File: src/rtl/tone_arbiter.sv
// tone_arbiter
//   Shares one audio tone generator between two players. Each hit queues a
//   three-step jingle (up to three per player); queued jingles are played one
//   at a time, separated by a silent gap, with round-robin on ties.
//
// Ports
//   CLK      in   1   system clock
//   RESET_N  in   1   asynchronous active-low reset
//   HIT1     in   1   player-1 hit pulse
//   HIT2     in   1   player-2 hit pulse
//   FREQ     out  32  tone frequency in Hz, 0 = silent (registered)
//   GRANT    out  2   one-hot jingle owner, bit0 = player 1 (registered)
//   BUSY     out  1   high while playing or in the gap
//   DONE     out  1   one-cycle pulse as the last step ends (registered)
//   DROP1/2  out  1   one-cycle pulse when a hit is lost to saturation (registered)
module tone_arbiter #(
  parameter int unsigned STEP_CYCLES = 5000000,
  parameter int unsigned GAP_CYCLES  = 1000000,
  parameter logic [31:0] TONE_LO     = 32'd523,
  parameter logic [31:0] TONE_MID    = 32'd659,
  parameter logic [31:0] TONE_HI     = 32'd784
) (
  input  logic        CLK,
  input  logic        RESET_N,
  input  logic        HIT1,
  input  logic        HIT2,
  output logic [31:0] FREQ,
  output logic [1:0]  GRANT,
  output logic        BUSY,
  output logic        DONE,
  output logic        DROP1,
  output logic        DROP2
);

  typedef enum logic [1:0] {
    IDLE = 2'd0,
    PLAY = 2'd1,
    GAP  = 2'd2
  } state_t;

  localparam logic [31:0] STEP_LAST = 32'(STEP_CYCLES - 1);
  localparam logic [31:0] GAP_LAST  = 32'(GAP_CYCLES - 1);

  state_t      state_q, state_d;
  logic [31:0] cnt_q, cnt_d;
  logic [1:0]  step_q, step_d;
  logic [1:0]  pend1_q, pend1_d;
  logic [1:0]  pend2_q, pend2_d;
  logic        last_q, last_d;      // 1 = player 2 was granted last
  logic [31:0] freq_d;
  logic [1:0]  grant_d;
  logic        done_d, drop1_d, drop2_d;
  logic        gnt1, gnt2;

  // Player 1 ascends, player 2 descends through the same three tones.
  function automatic logic [31:0] tone_for(input logic p2, input logic [1:0] step);
    logic [1:0] idx;
    idx = p2 ? (2'd2 - step) : step;
    case (idx)
      2'd0:    tone_for = TONE_LO;
      2'd1:    tone_for = TONE_MID;
      2'd2:    tone_for = TONE_HI;
      default: tone_for = '0;
    endcase
  endfunction

  always_ff @(posedge CLK or negedge RESET_N) begin
    if (!RESET_N) begin
      state_q <= IDLE;
      cnt_q   <= '0;
      step_q  <= '0;
      pend1_q <= '0;
      pend2_q <= '0;
      last_q  <= 1'b1;
      FREQ    <= '0;
      GRANT   <= '0;
      DONE    <= 1'b0;
      DROP1   <= 1'b0;
      DROP2   <= 1'b0;
    end else begin
      state_q <= state_d;
      cnt_q   <= cnt_d;
      step_q  <= step_d;
      pend1_q <= pend1_d;
      pend2_q <= pend2_d;
      last_q  <= last_d;
      FREQ    <= freq_d;
      GRANT   <= grant_d;
      DONE    <= done_d;
      DROP1   <= drop1_d;
      DROP2   <= drop2_d;
    end
  end

  always_comb begin
    state_d = state_q;
    cnt_d   = cnt_q;
    step_d  = step_q;
    last_d  = last_q;
    freq_d  = FREQ;
    grant_d = GRANT;
    done_d  = 1'b0;
    gnt1    = 1'b0;
    gnt2    = 1'b0;

    case (state_q)
      IDLE: begin
        // Player 1 wins a tie only if player 2 had the previous grant.
        if (pend1_q != 2'd0 && (pend2_q == 2'd0 || last_q)) begin
          gnt1 = 1'b1;
        end else if (pend2_q != 2'd0) begin
          gnt2 = 1'b1;
        end
        if (gnt1 || gnt2) begin
          state_d = PLAY;
          step_d  = '0;
          cnt_d   = '0;
          last_d  = gnt2;
          grant_d = {gnt2, gnt1};
          freq_d  = tone_for(gnt2, 2'd0);
        end
      end
      PLAY: begin
        if (cnt_q == STEP_LAST) begin
          cnt_d = '0;
          if (step_q == 2'd2) begin
            state_d = GAP;
            freq_d  = '0;
            grant_d = '0;
            done_d  = 1'b1;
          end else begin
            step_d = step_q + 2'd1;
            freq_d = tone_for(GRANT[1], step_q + 2'd1);
          end
        end else begin
          cnt_d = cnt_q + 32'd1;
        end
      end
      GAP: begin
        if (cnt_q == GAP_LAST) begin
          state_d = IDLE;
          cnt_d   = '0;
        end else begin
          cnt_d = cnt_q + 32'd1;
        end
      end
      default: state_d = IDLE;
    endcase
  end

  // A hit coinciding with this player's grant cancels the decrement.
  always_comb begin
    pend1_d = pend1_q;
    drop1_d = 1'b0;
    if (HIT1 && !gnt1) begin
      if (pend1_q == 2'd3) drop1_d = 1'b1;
      else                 pend1_d = pend1_q + 2'd1;
    end else if (!HIT1 && gnt1) begin
      pend1_d = pend1_q - 2'd1;
    end
  end

  always_comb begin
    pend2_d = pend2_q;
    drop2_d = 1'b0;
    if (HIT2 && !gnt2) begin
      if (pend2_q == 2'd3) drop2_d = 1'b1;
      else                 pend2_d = pend2_q + 2'd1;
    end else if (!HIT2 && gnt2) begin
      pend2_d = pend2_q - 2'd1;
    end
  end

  assign BUSY = (state_q != IDLE);

endmodule

File: config.mk
export PLATFORM = sky130hd
export DESIGN_NAME = tone_arbiter
export DESIGN_NICKNAME = d
export VERILOG_FILES = /design/src/rtl/tone_arbiter.sv
export SDC_FILE = /design/constraint.sdc
export NUM_CORES = 1
export LEC_CHECK = 0
export BUFFER_PORTS_ARGS = -buffer_cell sky130_fd_sc_hd__buf_2
export CORE_MARGIN = 2
export CORE_UTILIZATION = 41
export CTS_CLUSTER_SIZE = 20
export DETAILED_ROUTE_END_ITERATION = 10
export GPL_ROUTABILITY_DRIVEN = 0
export HOLD_SLACK_MARGIN = 0.15
export MAX_ROUTING_LAYER = met4
export PLACE_DENSITY_LB_ADDON = 0.05
export SLEW_MARGIN = 25
export SYNTH_ARGS = -nofsm -noshare
export SYNTH_HDL_FRONTEND = slang
export SYNTH_SLANG_ARGS = --single-unit
File: constraint.sdc
create_clock -name CLK -period 4.8 [get_ports CLK]
set_input_delay 0.48 -clock CLK [delete_from_list [all_inputs] [get_ports CLK]]
set_output_delay 0.48 -clock CLK [all_outputs]
set_load 0.01 [all_outputs]
==> results.yml <==
status:
  status: "complete, no violations"
sta:
  skew_ps: 14.8
  fin_ws_ps: 2020
  max-slew-margin-rel: 0.407
  fmax_mhz: 360
  tightest_slew_ps: 890
  min_period_ps: 2780
  drv_slew: 0
  period_share: 0.579
  hold_ws_ps: 287
  setup_viol: 0
  hold_viol: 0
  finalSetupTns_ps: 0
  rsz0062_at_grt: "no"
synthesis:
  synth-seq-cells: 52
  synth_top_family_by_area: "simple AND/OR/NAND/NOR gates"
  yosysUniqueCellTypes: 55
  synth-edff-count: 0
  ys_warn_count: 0
  synth_top_area_share: 0.390
  synth_largest_area_cell: "dfrtp_1"
  async_reset_ff_frac: 1.00
  netlist_area_sq_mm: 0.00328
  ys_seq_area_frac: 0.398
  synth_area_leaders: "dfrtp_1, buf_4, nand3_1"
  synth_mux_area_frac: 0.0195
  synthAdderAreaFrac: 0.0267
  yosys.area_share.simple: 0.288
  synth-main-ff-cell: "dfrtp_1"
  synth_compound_area_frac: 0.151
  synth-xor-area-share: 0.0134
  avgSynthCellArea_sq_um: 8.60
  synth_cells: 381
drt:
  route.vias.total: 2719
  wl_per_cell_um: 15.8
  wl_um: 7780
  ant_nets: 0
  firstDrtPassIters: 4
  dr.first_iter.drc_count: 133
  route.detailed.drc: 0
  vias_per_cell: 5.53
power_and_ir_drop:
  clkPwrFrac: 0.187
  switchingPower_uw: 556
  power_frac_seq: 0.408
  p_int_uw: 774
  p_leak_uw: 0.00147
  power.share.switching: 0.418
  vdd_drop_max_uv: 137
  power.density_mw_per_mm2: 391
  pwr-share-comb: 0.405
cells_and_area:
  nFillCells: 761
  fin_area_sq_mm: 0.00340
  fin_util: 0.440
  drive_gt1_frac: 0.105
  final_common_cell: "dfrtp_1"
  fin_nets: 400
  final_cell_mix: "dfrtp_1, nand2_1, nand3_1, o21ai_0, conb_1"
  insertedDiodeCount: 0
  area_growth_syn_to_layout_pct: 3.86
floorplan:
  die_h_um: 93.4
  io_pins: 42
  die_w_um: 93.4
  coreArea_sq_mm: 0.00773
  die_area_sq_mm: 0.00872
  placementRows: 32
  initial_core_util: 0.424
worst_setup_path:
  slowest_delay_ps: 780
  cp.depth: 6
  crit_family: "simple AND/OR/NAND/NOR gates"
  critPathArrivalTime_ps: 2980
  cp-start-kind: "flip-flop"
  crit_required_ps: 5000
  cp_slowest_cell: "o22a_1"
  crit_buf_inv: 0
  path_class: "reg -> reg"
  cp_max_fo: 24
  crit_chain: "nor4_1, nand4b_1, nor3_2, o22a_1, nor2_1, o21ba_2"
  reg2reg_depth: 6
  cp-end-kind: "flip-flop"
clock_tree:
  clkTransAtPathRegs_ps: 100
  cts-hold-fix-buffers: 0
  ctsRootBufferMaster: "clkbuf_8"
  cts_buffer_depth: 2
  cts_setup_buffers: 0
  htree_num_levels: 2
  cts_made_buffers: 5
  numClockSinks: 52
  clkLatencyLatePin_ps: 310
  ctsResizeCount: 0
  cts_tree: "yes"
placement:
  placed_cell_area_sq_mm: 0.00332
  pre_cts_ws_ps: 2080
  place.port_buffers: 16
  dp_hpwl_um: 5410
grt:
  grt_antenna_before_repair: 0
  grt_pass1_wl_um: 13000
  overflow: 0
  grt_pass1_vias: 2605
  gr-usage-all-layers: 0.193
  grt_max_degree: 53
hold_path:
  hold_path.class: "in -> async"
run:
  cap_violations: 0
sequential cells by signal (all words and copies together) (netlist names):
signal   flops
DROP2        1
last_q       1
DONE         1
cnt_q       32
pend1_q      2
state_q      2
GRANT        2
FREQ         6
pend2_q      2
DROP1        1
step_q       2
kinds of logic (layout without fill, tap and decap cells):
kind of cell | after synthesis | after routing
AND/OR/NAND/NOR | 172 | 172
AO/OA/AOI/OAI | 79 | 79
buffers and inverters | 59 | 44
flip-flops | 52 | 52
adder cells (fa/ha/maj) | 7 | 7
multiplexers | 6 | 6
XOR/XNOR | 5 | 5
other | 1 | 25
final cells by class:
cell class / instances / area (sq um) / share of cell area
Clock inverter: 1 / 5.00 / 0.00147
Multi-Input combinational cell: 294 / 1730 / 0.508
Sequential cell: 52 / 1300 / 0.383
Timing Repair Buffer: 18 / 95.1 / 0.0280
Tap cell: 102 / 128 / 0.0375
Clock buffer: 7 / 76.3 / 0.0224
Inverter: 18 / 67.6 / 0.0199
cell usage after synthesis (all sizes together) (2+ instances only):
master   n
nor2    19
nand2   40
nand4   13
a31oi    5
or3     12
a22o     2
xor2     5
o21ba    2
nor3b    4
buf     33
clkbuf   8
o211ai   4
mux2i    3
inv     18
and2     2
and3     8
nand2b   3
ha       7
a21oi   14
or4      8
mux2     3
and4     3
nand3   32
dfrtp   51
nor4     8
nor3    14
o21ai   31
or4b     2
a21o     8
o311ai   2
worst register-to-register path, delay by kind of cell, from the launching register on:
kind	cells	cell delay, ps
AO/OA/AOI/OAI	2	1000
flip-flops	1	490
AND/OR/NAND/NOR	4	1190
power groups by stage:
stage | sequential, uW | clock (uW) | combinational (uW)
6_report | 543 | 249 | 538
5_1_grt | 551 | 274 | 611
4_1_cts | 543 | 259 | 543
3_5_place_dp | 551 | 0 | 542
3_3_place_gp | 548 | 0 | 535
2_1_floorplan | 559 | 0 | 394
metrics by stage:
| step | total power [uW] | instances |
|---|---|---|
| after floorplan | 952 | 405 |
| after global placement | 1080 | 484 |
| after detailed placement | 1090 | 484 |
| after CTS | 1340 | 492 |
| after global routing | 1440 | 492 |
| final | 1330 | 492 |
layer usage:
metal  vias to the layer above  wire length (um)  global-route usage
li1                       1354                 -                   -
met1                      1311              3980               0.268
met2                        50              3510               0.299
met3                         4               231              0.0290
met4                         0                59              0.0441
met5                         -                 0                   -
final timing paths:
kind	start	end	slack, ps
worst min-delay path	RESET_N	step_q[1]	290
max in group asynchronous	RESET_N	state_q[0]	4060
worst max register to register	cnt_q[6]	cnt_q[29]	2020
worst max-delay path	cnt_q[6]	cnt_q[29]	2020
min in group CLK	FREQ[9]	FREQ[9]	510
worst min register to register	FREQ[9]	FREQ[9]	510
No activity file was read; power rests on OpenSTA's default activity.
